File: config.mk
export PLATFORM = sky130hd
export DESIGN_NAME = uart_rx_fifo
export DESIGN_NICKNAME = d
export VERILOG_FILES = /design/src/rtl/uart_rx_fifo.sv
export SDC_FILE = /design/constraint.sdc
export NUM_CORES = 1
export LEC_CHECK = 0
export BUFFER_PORTS_ARGS = -buffer_cell sky130_fd_sc_hd__buf_4
export CAP_MARGIN = 30
export CORE_ASPECT_RATIO = 0.75
export CORE_MARGIN = 4
export CORE_UTILIZATION = 55
export DETAILED_ROUTE_END_ITERATION = 12
export HOLD_SLACK_MARGIN = 0.1
export PLACE_DENSITY_LB_ADDON = 0.2
export SYNTH_ARGS = -nofsm -noshare
export SYNTH_HDL_FRONTEND = slang
export SYNTH_SLANG_ARGS = --single-unit
File: constraint.sdc
create_clock -name i_divided_clk -period 2.55 [get_ports i_divided_clk]
set_input_delay 0.3825 -clock i_divided_clk [delete_from_list [all_inputs] [get_ports i_divided_clk]]
set_output_delay 0.3825 -clock i_divided_clk [all_outputs]
set_load 0.005 [all_outputs]
File: src/rtl/uart_rx_fifo.sv
// Receive-side byte FIFO behind the UART RX state machine.
// A write happens on each rising edge of the RX ready strobe.
// Bytes are presented first-word-fall-through over a valid/ready interface,
// with a registered count, full/empty flags and a sticky overflow flag.
module uart_rx_fifo #(
  parameter int unsigned DATA  = 8,
  parameter int unsigned DEPTH = 16
) (
  input  logic                     i_divided_clk,
  input  logic                     i_rst,
  input  logic                     i_en,
  input  logic [DATA-1:0]          i_wr_data,
  input  logic                     i_wr_stb,
  output logic [DATA-1:0]          o_rd_data,
  output logic                     o_rd_valid,
  input  logic                     i_rd_ready,
  output logic [$clog2(DEPTH):0]   o_count,
  output logic                     o_full,
  output logic                     o_empty,
  output logic                     o_overflow,
  input  logic                     i_clr_overflow
);

  localparam int unsigned AW = $clog2(DEPTH);
  localparam int unsigned CW = AW + 1;

  logic [DATA-1:0] mem_q [DEPTH];
  logic [AW-1:0]   wr_ptr_q, wr_ptr_d;
  logic [AW-1:0]   rd_ptr_q, rd_ptr_d;
  logic [CW-1:0]   count_q, count_d;
  logic            full_q, full_d;
  logic            empty_q, empty_d;
  logic            ovf_q, ovf_d;
  logic            stb_q, stb_d;
  logic            push_req, pop, push;

  // Strobe edge detect plus push/pop qualification.
  always_comb begin
    push_req = i_en & i_wr_stb & ~stb_q;
    pop      = i_en & ~empty_q & i_rd_ready;
    push     = push_req & (~full_q | pop);
  end

  // Next-state for pointers, count, flags and the strobe history.
  always_comb begin
    wr_ptr_d = wr_ptr_q;
    rd_ptr_d = rd_ptr_q;
    count_d  = count_q;
    ovf_d    = ovf_q;
    stb_d    = stb_q;

    if (i_en) begin
      stb_d = i_wr_stb;
    end
    if (push) begin
      wr_ptr_d = wr_ptr_q + AW'(1);
    end
    if (pop) begin
      rd_ptr_d = rd_ptr_q + AW'(1);
    end
    case ({push, pop})
      2'b10:   count_d = count_q + CW'(1);
      2'b01:   count_d = count_q - CW'(1);
      default: count_d = count_q;
    endcase
    // A set in the same cycle as a clear leaves the flag set.
    if (i_en & i_clr_overflow) begin
      ovf_d = 1'b0;
    end
    if (push_req & full_q & ~pop) begin
      ovf_d = 1'b1;
    end

    full_d  = (count_d == CW'(DEPTH));
    empty_d = (count_d == CW'(0));
  end

  // Control state register; strobe history resets high to ignore a strobe held through reset.
  always_ff @(posedge i_divided_clk or posedge i_rst) begin
    if (i_rst) begin
      wr_ptr_q <= '0;
      rd_ptr_q <= '0;
      count_q  <= '0;
      full_q   <= 1'b0;
      empty_q  <= 1'b1;
      ovf_q    <= 1'b0;
      stb_q    <= 1'b1;
    end else begin
      wr_ptr_q <= wr_ptr_d;
      rd_ptr_q <= rd_ptr_d;
      count_q  <= count_d;
      full_q   <= full_d;
      empty_q  <= empty_d;
      ovf_q    <= ovf_d;
      stb_q    <= stb_d;
    end
  end

  // Storage array; contents are not reset.
  always_ff @(posedge i_divided_clk) begin
    if (push) begin
      mem_q[wr_ptr_q] <= i_wr_data;
    end
  end

  // Head-of-queue read, forced to zero while empty.
  always_comb begin
    o_rd_data = '0;
    if (!empty_q) begin
      o_rd_data = mem_q[rd_ptr_q];
    end
  end

  assign o_rd_valid = ~empty_q;
  assign o_count    = count_q;
  assign o_full     = full_q;
  assign o_empty    = empty_q;
  assign o_overflow = ovf_q;

endmodule

* Yosys cells after proc, flatten, opt, wreduce, memory -nomap -nowiden
Memories as Yosys holds them, arrays and structs flattened.
Index checks and enable logic that the tools add are counted.
** Cells by class
- Bitwise gates (word level) :: 13
- Muxes and demuxes :: 6
- $add $sub $neg :: 4
- Equal/unequal tests :: 3
- Reductions and logical operators :: 2
** Operators by type and width (count)
- $pmux 5 s2 :: 1
- $add 4x1->4 const B :: 2
- $and 1x1->1 :: 8
- $mux 8 :: 1
- $add 5x1->5 const B :: 1
- $eq 5x5->1 const B :: 1
- $logic_not 5->1 :: 1
- $sub 5x1->5 const B :: 1
- $mux 1 :: 4
- $not 1->1 :: 4
- $eq 2x1->1 const B :: 1
- $eq 2x2->1 const B :: 1
- $reduce_bool 2->1 :: 1
- $or 1x1->1 :: 1
** Word-level totals
- Register bits after elaboration :: 17
- Input port bits :: 14
- Word-level logic and storage cells :: 36
- Memories :: 1
- Bits in writable memories :: 128
** Memory list
- mem_q :: depth 16, bits a word 8, read ports 1, clocked after Yosys merged registers in 0, write ports 1, line 27 : logic [DATA-1:0] mem_q [DEPTH];

* Longest topological paths before layout
- Depth in word-level cells :: 8
- Depth in mapped cells :: 13
- Mapped depth without buffers :: 12

* Worst setup path after synthesis
No wires, ideal clock.
- Path kind :: input -> register
- From :: input i_wr_stb
- To :: register full_q (netlist: o_full)
- Data required time :: 2462 ps
- Slack :: -190 ps
- Data arrival time :: 2652 ps
- Buffers on the path :: 1
- Stages on the path :: 13
- Cell sequence :: nand2_1 -> nor2_1 -> a21boi_1 -> inv_1 -> ha_1 -> clkbuf_1 -> xor2_1 -> ha_1 -> a21oi_1 -> xnor2_1 -> nor4bb_1 -> a21oi_1 -> nor3b_1
** Between the ends
- Word-level cells in the longest chain between the ends :: 6
- Elaborated cells on any way between the ends :: 7
** Ends and longest elaborated chain
- from (decl) :: line 13 : input logic i_wr_stb,
- $and 1x1->1 (*) (2 in series) :: line 39 : push_req = i_en & i_wr_stb & ~stb_q;
- $and 1x1->1 (*) :: line 41 : push = push_req & (~full_q | pop);
- $eq 2x1->1 / $eq 2x2->1 (equally long branches) :: line 61 : case ({push, pop})
- $pmux 5 s2 (*) :: line 61
- $eq 5x5->1 (*) :: line 74 : full_d = (count_d == CW'(DEPTH));
- net full_d :: line 31 : logic full_q, full_d;
- to (signal assigned) :: line 92 : full_q <= full_d;
- to (decl) :: line 31
Mark *: on every way through the listed nets, which the timed path passes. The rest lies on a longest branch.
A chain may end at the register's enable or synchronous reset.

* Worst setup path in the final report
- From :: register rd_ptr_q[0]
- To :: output o_rd_data[5]
** Between the ends
- Word-level cells in the longest chain between the ends :: 2
** Ends and longest elaborated chain
- from (decl) :: line 29 : logic [AW-1:0] rd_ptr_q, rd_ptr_d;
- from (signal assigned) :: line 90 : rd_ptr_q <= rd_ptr_d;
- $mem_v2 16x8
- $mux 8 :: line 109 : if (!empty_q) begin
- to (decl) :: line 14 : output logic [DATA-1:0] o_rd_data,
No other way between the ends.

==> results.py <==
metrics = {
    "synth": {
        "synth-async-reset-ratio_pct": 11.7,
        "syn_area_mm2": 0.00602,
        "synth_cells": 304,
        "synth_edf_count": 128,
        "ys_warn_count": 0,
        "netlist_top_cells_area": "edfxtp_1, mux4_1, mux4_2",
        "ys_ff_latch": 145,
        "yosys.area.top_type": "edfxtp_1",
        "syn-num-nets": 326,
        "yosysUniqueCellTypes": 39,
        "synthMostInstantiatedCell": "edfxtp_1",
        "avgSynthCellArea_um2": 19.8,
        "ys_top_cells_by_count": "edfxtp_1, mux4_1, mux4_2",
        "synthFlopType": "edfxtp_1",
        "ys_seq_area_share_pct": 71.0,
        "yosysTopAreaCellShare_pct": 63.9,
    },
    "clock_network": {
        "clockBufferDepth": 2,
        "worstSkewPairLatency_ns": 0.41,
        "root_buffer": "clkbuf_16",
        "cts_tree": "done",
        "cts.sinks": 145,
        "cts_inserted_buffers": 17,
        "clk_pin_slew_worst_paths_ns": 0.06,
        "htree_levels": 4,
    },
    "sta": {
        "worst_pin_slew_ns": 0.691,
        "worst_slack_ns": -0.254,
        "fmax_mhz": 357,
        "slew-limit-headroom_pct": 53.9,
        "period_share_pct": 110,
        "fin_skew_ns": 0.00659,
        "finalHoldViolCount": 0,
        "rsz0062_at_grt": "yes",
        "drv_slew": 0,
        "setup_viol_count_final": 8,
        "timing.final.crit_period_ns": 2.80,
    },
    "grt": {
        "grt_pass1_vias": 3024,
        "antenna_found_initial": 0,
        "gr-total-overflow": 0,
        "gr-usage-all-layers_pct": 20.6,
        "grt_first_pass_wirelength_um": 18600,
        "grt_max_degree": 35,
    },
    "layout": {
        "fillCellCount": 674,
        "final_cell_area_mm2": 0.00724,
        "multi_input_area_mm2": 0.00160,
        "seq_area_mm2": 0.00427,
        "area_growth_pct": 20.3,
        "antenna_cells": 0,
        "num-nets-final": 391,
        "final_layout_size_suffix_gt1_share_pct": 38.2,
    },
    "place": {
        "dpl_cell_area_mm2": 0.00653,
        "place_congestion": 0.783,
        "port_buffers": 30,
        "hpwl_um": 7600,
    },
    "drt": {
        "wirelength_um": 12200,
        "wl_per_cell_um": 23.5,
        "drt_first_pass_iters": 4,
        "postRouteAntennaNets": 0,
        "avgViaCountPerCell": 5.76,
        "vias": 2986,
        "drc": 0,
        "drt_iter0_markers": 294,
    },
    "worst_setup_path": {
        "crit_path_end_kind": "output port",
        "path_class": "reg -> out",
        "critPathMaxFanout": 6,
        "crit_arrival_ns": 2.42,
        "cp.required_ns": 2.17,
        "crit_path_start_kind": "flop",
    },
    "outcome": {
        "status": "complete, but fails checks",
        "violations": "setup timing",
    },
    "floorplanning": {
        "die_h_um": 98.6,
        "die_w_um": 129,
        "start_util_pct": 57.3,
        "rows": 32,
        "core_mm2": 0.0105,
        "die-area_mm2": 0.0127,
        "io_pins": 31,
    },
    "power_and_ir_drop": {
        "irDropWorstVdd_uv": 666,
        "totalPowerFinal_w": 0.00803,
        "p_leak_nw": 2.54,
        "cellPowerDensity_mw_per_mm2": 1110,
    },
    "min_path": {
        "hp-class": "in -> reg",
    },
    "run": {
        "maxCapViolations": 0,
    },
}
[cell families after synthesis]
logic type      count (synthesis)  share of synthesized area (%)
mux                            41                           16.5
fa+ha+maj                       8                           1.66
xor+xnor                       11                           1.60
simple gates                   60                           4.93
compound gates                 15                           1.73
flops                         145                           71.0
buf+inv                        24                           2.60
[cells in the final DEF, fill, tap and decap left out, types with 2 or more instances in the layout]
cell and instances:
ha_1 6, mux4_1 7, inv_2 2, o21ai_0 4
nand3_1 2, clkinv_2 5, and2_1 2, mux4_2 33
nor2_1 15, nor2b_1 3, buf_12 4, buf_4 48
a21oi_1 2, buf_6 9, and2_4 7, dfstp_2 2
nand2_1 14, inv_1 5, clkbuf_16 18, nand2b_1 3
xnor2_1 9, dfrtp_1 14, nor3_1 6, clkbuf_8 4
clkinvlp_4 3, nand4_1 2, edfxtp_1 128
[registers in the layout, indices dropped and copies added (netlist names)]
| name | cells |
|---|---|
| o_count | 5 |
| mem_q | 128 |
| o_full | 1 |
| rd_ptr_q | 4 |
| o_overflow | 1 |
| stb_q | 1 |
| o_empty | 1 |
| wr_ptr_q | 4 |
[layout make-up]
| class | instances | share of cell area (%) |
|---|---|---|
| inverter | 7 | 0.363 |
| clock inverter | 9 | 1.07 |
| timing repair buffer | 63 | 8.00 |
| tap | 136 | 2.35 |
| clock buffer | 23 | 7.04 |
| sequential | 145 | 59.0 |
| multi-input combinational | 135 | 22.1 |
[metal layers]
metal,part of all wire (%),vias up,global-route usage (%)
li1,-,1341,-
met1,46,1527,32.0
met2,46,114,29.0
met3,7.7,4,6.01
met4,0.45,0,5.33
met5,0,-,0
[power by group]
group          internal (W)  switching (W)
clock network       0.00149       0.000890
registers           0.00277       0.000251
logic               0.00156        0.00107
[repair_timing]
action                                 CTS  global route
hold buffers                             1             0
gates cloned                             2             0
endpoints found under the hold margin   15             0
gates resized for setup                 34            11
setup buffers                            4             1
setup endpoints to repair                8            10
pin swaps                                8             4
[critical path, stage by stage (launching register included)]
cell and delay [ns]:
dfrtp_2 0.41, buf_6 0.13, buf_12 0.13, mux4_2 0.56, mux4_2 0.50, and2_4 0.16
buf_6 0.11
[final timing paths]
check,from,to,slack (ns),cells after the start
max in group asynchronous,i_rst,rd_ptr_q[0],1.42,3
min in group asynchronous,i_rst,o_overflow,0.65,3
max,rd_ptr_q[0],o_rd_data[5],-0.25,6
max reg2reg,stb_q,o_empty,0.15,11
min reg2reg,o_count[4],o_count[4],0.51,1
min,i_en,stb_q,0.18,2
[per-stage QoR]
stage / utilization (%) / TNS (ns) / hold WS [ns] / std cells / setup WS [ns]
3_3_place_gp: 62.2 / 0 / 0.484 / 479 / 0.0738
6_report: 69.0 / -1.81 / 0.181 / 518 / -0.254
2_1_floorplan: - / 0 / 0.307 / 304 / 0.00919
4_1_cts: 68.8 / -1.97 / 0.168 / 518 / -0.260
5_1_grt: 69.0 / -2.29 / 0.201 / 518 / -0.303
3_5_place_dp: 62.2 / -0.0269 / 0.510 / 479 / -0.0232
Power figures use the tool's default switching activity.
